===== config.mk =====
export PLATFORM = sky130hd
export DESIGN_NAME = sprite_motion_ctrl
export DESIGN_NICKNAME = d
export VERILOG_FILES = /design/src/rtl/sprite_motion_ctrl.sv
export SDC_FILE = /design/constraint.sdc
export NUM_CORES = 1
export LEC_CHECK = 0
export ABC_AREA = 1
export CORE_ASPECT_RATIO = 1.1
export CORE_UTILIZATION = 60
export CTS_CLUSTER_DIAMETER = 120
export DETAILED_ROUTE_END_ITERATION = 6
export PLACE_DENSITY = 0.95
export SLEW_MARGIN = 20
export SYNTH_ARGS = -nofsm -noshare
export SYNTH_HDL_FRONTEND = slang
export SYNTH_SLANG_ARGS = --single-unit

===== constraint.sdc =====
create_clock -name clk -period 4.8 [get_ports clk]
set_clock_uncertainty 0.05 [all_clocks]
set_input_delay 1.2 -clock clk [delete_from_list [all_inputs] [get_ports clk]]
set_output_delay 1.2 -clock clk [all_outputs]
set_load 0.01 [all_outputs]

===== src/rtl/sprite_motion_ctrl.sv =====
// Per-frame sprite position generator: steps the sprite's top-left offset on divided
// frame ticks and reverses direction when the sprite reaches an active-area edge.
module sprite_motion_ctrl #(
  parameter int ACT_W  = 640,
  parameter int ACT_H  = 480,
  parameter int SPR_W  = 256,
  parameter int SPR_H  = 256,
  parameter int INIT_X = 100,
  parameter int INIT_Y = 100
) (
  input  logic        clk,
  input  logic        reset,
  input  logic        i_frame_tick,
  input  logic        i_enable,
  input  logic [2:0]  i_speed,
  input  logic [3:0]  i_frame_div,
  output logic [10:0] o_col,
  output logic [10:0] o_row,
  output logic        o_dir_x,
  output logic        o_dir_y,
  output logic        o_bounce,
  output logic [7:0]  o_bounce_cnt
);

  localparam logic [11:0] MAX_X = 12'(ACT_W - SPR_W);
  localparam logic [11:0] MAX_Y = 12'(ACT_H - SPR_H);

  logic [3:0]  r_divCnt;
  logic [11:0] w_spdExt;
  logic [11:0] w_nx;
  logic [11:0] w_ny;
  logic [10:0] w_nextCol;
  logic [10:0] w_nextRow;
  logic        w_nextDirX;
  logic        w_nextDirY;
  logic        w_hitX;
  logic        w_hitY;

  // Candidate next position for one step; widened to 12 bits so the sum cannot wrap
  always_comb begin
    w_spdExt   = {9'd0, i_speed};
    w_nx       = {1'b0, o_col} + w_spdExt;
    w_ny       = {1'b0, o_row} + w_spdExt;
    w_nextCol  = o_col;
    w_nextRow  = o_row;
    w_nextDirX = o_dir_x;
    w_nextDirY = o_dir_y;
    w_hitX     = 1'b0;
    w_hitY     = 1'b0;
    if (!o_dir_x) begin
      if (w_nx >= MAX_X) begin
        w_nextCol  = MAX_X[10:0];
        w_nextDirX = 1'b1;
        w_hitX     = 1'b1;
      end else begin
        w_nextCol = w_nx[10:0];
      end
    end else begin
      if ({1'b0, o_col} <= w_spdExt) begin
        w_nextCol  = 11'd0;
        w_nextDirX = 1'b0;
        w_hitX     = 1'b1;
      end else begin
        w_nextCol = o_col - 11'(i_speed);
      end
    end
    if (!o_dir_y) begin
      if (w_ny >= MAX_Y) begin
        w_nextRow  = MAX_Y[10:0];
        w_nextDirY = 1'b1;
        w_hitY     = 1'b1;
      end else begin
        w_nextRow = w_ny[10:0];
      end
    end else begin
      if ({1'b0, o_row} <= w_spdExt) begin
        w_nextRow  = 11'd0;
        w_nextDirY = 1'b0;
        w_hitY     = 1'b1;
      end else begin
        w_nextRow = o_row - 11'(i_speed);
      end
    end
  end

  // ">=" on the divider lets a lowered frame_div take effect without waiting for a wrap
  always_ff @(posedge clk) begin
    if (reset) begin
      r_divCnt     <= 4'd0;
      o_col        <= 11'(INIT_X);
      o_row        <= 11'(INIT_Y);
      o_dir_x      <= 1'b0;
      o_dir_y      <= 1'b0;
      o_bounce     <= 1'b0;
      o_bounce_cnt <= 8'd0;
    end else begin
      o_bounce <= 1'b0;
      if (i_frame_tick && i_enable) begin
        if (r_divCnt >= i_frame_div) begin
          r_divCnt <= 4'd0;
          if (i_speed != 3'd0) begin
            o_col   <= w_nextCol;
            o_row   <= w_nextRow;
            o_dir_x <= w_nextDirX;
            o_dir_y <= w_nextDirY;
            if (w_hitX || w_hitY) begin
              o_bounce <= 1'b1;
              if (o_bounce_cnt != 8'hFF) o_bounce_cnt <= o_bounce_cnt + 8'd1;
            end
          end
        end else begin
          r_divCnt <= r_divCnt + 4'd1;
        end
      end
    end
  end

endmodule


==> Word level (Yosys, flattened, before mapping) <==
Index checks and enable logic that the tools add are counted.
{ "classes": {"n_mul": 0, "addsub": 6, "n_reduce_logical": 6, "n_bitwise": 3, "n_lt_le_gt_ge": 5, "n_mux": 18, "div": 0, "eq_ne": 1, "n_shift": 0} }
{ "op_table": {"columns": ["op", "count"], "rows": [
  ["two-way mux 11 bit", 6],
  ["adder 11 x 3 -> 12 bit", 2],
  ["<= comparator 11 x 3 -> 1 bit", 2],
  ["subtractor 11 x 3 -> 11 bit", 2],
  [">= comparator 12 x 8 -> 1 bit, second input constant", 1],
  [">= comparator 12 x 9 -> 1 bit, second input constant", 1],
  ["two-way mux 1 bit", 11],
  ["adder 8 x 1 -> 8 bit, second input constant", 1],
  ["inequality test 8 bit, second input constant", 1],
  ["AND reduction 5 bit", 1],
  ["adder 4 x 1 -> 4 bit, second input constant", 1],
  [">= comparator 4 bit", 1],
  ["two-way mux 4 bit", 1],
  ["OR reduction 4 bit", 1],
  ["inverter 1 bit", 3],
  ["AND reduction 3 bit", 1],
  ["nonzero test 3 bit", 1],
  ["logical AND 1 bit", 1],
  ["logical OR 1 bit", 1]
]} }
{ "word_totals": {"output_inout_bits": 33, "ramBits": 0, "input_bits": 11, "elab_cells": 46, "mem_bits_ro": 0, "latchBits": 0, "reg_bits": 37, "memories": 0} }

==> Logic depth before layout (Yosys ltp) <==
{ "logic_depth": {"word_depth": 6, "mapped_depth": 16, "mapped_depth_nobuf": 16} }

==> Worst setup path before layout <==
No wires, ideal clock.
{ "synth_timing": {"kind": "input port to flip-flop", "startpoint": "input port i_speed[0]", "endpoint": "register o_bounce_cnt[0]", "slack_ps": 1803, "cell_stages": 14, "setup_time_ps": 113, "arrival_ps": 2834, "n_path_buf": 0, "t_required_ps": 4637, "cell_sequence": "ha_1 fa_1 nand3_2 nand2_2 nand3_1 nand2_2 nor2_4 nand3_2 o21ai_2 nand2_4 nand3_4 nand2_1 nand2_1 nor2_1"} }
{ "synth_via": {"elab_chain_cells": 6, "elab_cells_between_ends": 15, "cone_classes": "2 x add/sub; 4 x order compare; 6 x mux; 3 x reduce/logical"} }
{ "synth_lines": {"columns": ["element", "line", "rtl"], "rows": [
  ["start, declared", "15", "input logic [2:0] i_speed,"],
  ["adder 11 x 3 -> 12 bit (on tied branches)", "42, 43", null],
  [">= comparator 12 x 9 -> 1 bit or >= comparator 12 x 8 -> 1 bit (tied branches)", "51, 68", null],
  ["two-way mux 1 bit (on tied branches)", "51, 68", null],
  ["two-way mux 1 bit (on tied branches)", "50, 67", null],
  ["logical OR 1 bit", "106", "if (w_hitX || w_hitY) begin"],
  ["AND reduction 5 bit (no line) *", null, null],
  ["end signal, assigned", "108", "if (o_bounce_cnt != 8'hFF) o_bounce_cnt <= o_bounce_cnt + 8'd1;"],
  ["end, declared", "22", "output logic [7:0] o_bounce_cnt"]
]} }
Mark *: on every way between the ends. The rest lies on a longest branch, timed or not.
A chain may end at the register's enable or synchronous reset.

==> Worst setup path in the final report <==
{ "layout_timing": {"startpoint": "input port i_frame_div[1]", "endpoint": "register o_col[6]"} }
{ "layout_via": {"elab_chain_cells": 2} }
{ "layout_lines": {"columns": ["element", "line", "rtl"], "rows": [
  ["start, declared", "16", "input logic [3:0] i_frame_div,"],
  [">= comparator 4 bit", "99", "if (r_divCnt >= i_frame_div) begin"],
  ["AND reduction 3 bit (no line)", null, null],
  ["end signal, assigned", "90", "o_col <= 11'(INIT_X);"],
  ["end signal, assigned", "102", "o_col <= w_nextCol;"],
  ["end, declared", "17", "output logic [10:0] o_col,"]
]} }
Every way passes these cells.

==> impl_metrics.ini <==
[drt]
vias_per_cell = 5.98
dr.pass1.iters = 7
finalWirelength_mm = 7.93
wl_per_cell_um = 14.8
final_antenna_net_count = 0
drt_iter0_drc = 237
drc = 0
num_vias = 3213

[timing]
hold_viol = 0
final.period_utilization = 0.780
setup_viol = 0
tightest_slew_ns = 0.702
setup_tns_ns = 0
slew_viol_final = 0
finalCriticalPeriod_ns = 3.75
slew_headroom = 0.531
max_clock_freq_mhz = 267
layout_setup_ws_ns = 1.05
grt_setup_unrepaired = no

[placed_design]
place_ws_ns = 0.830
gp_congestion = 0.968
dp.final_hpwl_mm = 5.66
io_buffer_count = 43

[worst_setup_path]
r2r-end = o_col[6]
rrSetupSlack_ns = 2.10
cp-start-kind = primary input
rr_worst_depth = 12
crit_fanout = 20
worstPathRequired_ns = 4.91
startpoint = i_frame_div[1]
endpoint_kind = register
worstPathArrival_ns = 3.86
r2r-start = r_divCnt[1]
crit_type = primary input to register

[synthesis]
synth_edf_count = 0
synth_compound_area_frac = 0.159
ys_seq_area_frac = 0.240
synth_commonest_cells = 83 x nand2_1, 45 x inv_1, 43 x nor2_1
yosys.area_share.simple = 0.338
synth_cell_types = 41
synth_fp_nets = 477
synth_area_um2 = 3090
post-synth-top-count-cell = nand2_1
ys_ff_latch = 37
yosys.area.top_type = dfxtp_1
synth.area.top_cells = dfxtp_1 24%, nand2_1 10%, ha_1 7.3%
synth_top_area_frac = 0.240
syn_inst = 444
synth_top_family_by_area = simple AND/OR/NAND/NOR gates
synth_fa_ha_area_frac = 0.0989
synth_mux_area_frac = 0
ys_async_sr_fraction = 0
synth_flop_cell = dfxtp_1
synth_xor_area_frac = 0.0709
syn_area_per_cell_um2 = 6.95
synth_warnings = 0

[final_layout]
fillers = 404
n_antenna_cell = 0
fin_util = 0.728
syn2layout_area_growth_pct = 17.1
fin_nets = 511
drive_gt1_frac = 0.106

[global_routing]
grt_pass1_vias = 3038
grt.total_usage = 0.309
gr-total-overflow = 0
grt_max_degree = 21
antenna_found_initial = 0
grt_pass1_wl_mm = 13.7

[cts]
clock-sinks = 37
post_cts.repair.setup_buffers = 0
hold_buffers = 0
clkLatencyLatePin_ns = 0.29
h-tree-depth = 2
cts_buffer_depth = 2
clk_pin_slew_ns = 0.07
cts_resized = 0
cts_made_buffers = 5
root_buffer = clkbuf_8
cts_tree = done

[min_path]
hold_depth = 2
hold_path_end = o_bounce_cnt[1]
hold_path_class = register to register
hold_start = o_bounce_cnt[1]

[job]
cap_violations = 0

[power]
irDropWorstVdd_mv = 0.152
p_leak_nw = 1.58
p_per_area_nw_per_um2 = 204

[floorplan]
fp.dieW_um = 70.4
core_area_um2 = 4970
die_area_um2 = 5440
rows = 27
fp.dieH_um = 77.2
start_util = 0.622
io_pins = 44

[status]
status = finished, final reports clean
-- stage by stage --
stage               area [um2]  power (mW)  hold WS [ns]  instances
floorplan                 3090       0.417         0.442        444
global route              3620       0.767         0.504        537
finish                    3620       0.739         0.475        537
global placement          3500       0.450         0.450        529
CTS                       3620       0.736         0.477        537
detailed placement        3500       0.456         0.465        529
-- power by group --
group          internal [mW]  switching [mW]  leakage, nW  total (mW)
sequential             0.313          0.0113        0.299       0.324
combinational         0.0518          0.0781         1.22       0.130
clock                  0.170           0.115       0.0585       0.285
total                  0.534           0.205         1.58       0.739
-- worst max-delay path, cell delays in order --
cell and delay [ns]:
clkdlybuf4s50_1 0.45, inv_1 0.04, ha_1 0.29, inv_1 0.04, o21bai_1 0.12, nand3_1 0.08
nand3_1 0.07, nand2_1 0.06, or2_2 0.44, inv_1 0.39, buf_4 0.29, o21ai_0 0.11
a21oi_1 0.14, o21ai_0 0.11
-- registers in the layout (all words and copies together), names as in the netlist --
signal	cells
o_col	11
o_bounce	1
r_divCnt	4
o_dir_y	1
o_bounce_cnt	8
o_dir_x	1
o_row	11
-- layout by cell type, fill, tap and decap left out, types with 3 or more instances in the layout --
cell	instances
clkdlybuf4s50_1	43
dfxtp_1	37
nand3_1	29
a31oi_1	5
o21ai_0	25
nand2_2	12
inv_1	45
nor3_1	9
a21oi_2	7
nand3_2	7
nand4_1	15
nor4_1	5
o22ai_1	3
fa_1	4
nor2_2	3
nand2_1	83
a21oi_1	24
clkbuf_8	6
xnor2_1	5
o211ai_1	4
ha_1	18
xor2_1	20
nor2_1	43
-- per-layer routing --
metal | GRT usage | vias to the layer above | wire length (um)
met5 | 0 | - | 0
met4 | 0.160 | 0 | 310
met3 | 0.0512 | 34 | 463
met2 | 0.518 | 144 | 3940
met1 | 0.377 | 1488 | 3220
li1 | - | 1547 | -
-- area by class of cell --
type                       instances  area [um2]  area share
timing repair buffer              45         445       0.123
clock buffer                       7        86.3      0.0239
inverter                          48         183      0.0505
clock inverter                     1        30.0     0.00830
multi-input combinational        341        2060       0.569
tap                               58        72.6      0.0201
sequential                        37         741       0.205
-- cell families (layout without fill, tap and decap cells) --
group | after synthesis | count (layout)
compound gates | 79 | 79
xor+xnor | 25 | 25
fa+ha+maj | 22 | 22
buf+inv | 66 | 101
flops | 37 | 37
simple gates | 215 | 215
-- worst max-delay path by stage --
stage | end | slack [ns] | cells after the start
floorplan | o_bounce_cnt[0] | 1.80 | 14
global placement | o_bounce_cnt[3] | 0.94 | 13
detailed placement | o_bounce_cnt[4] | 0.83 | 14
CTS | o_col[6] | 1.10 | 14
global route | o_col[6] | 0.81 | 14
finish | o_col[6] | 1.05 | 14
No activity file was read; power rests on OpenSTA's default activity.
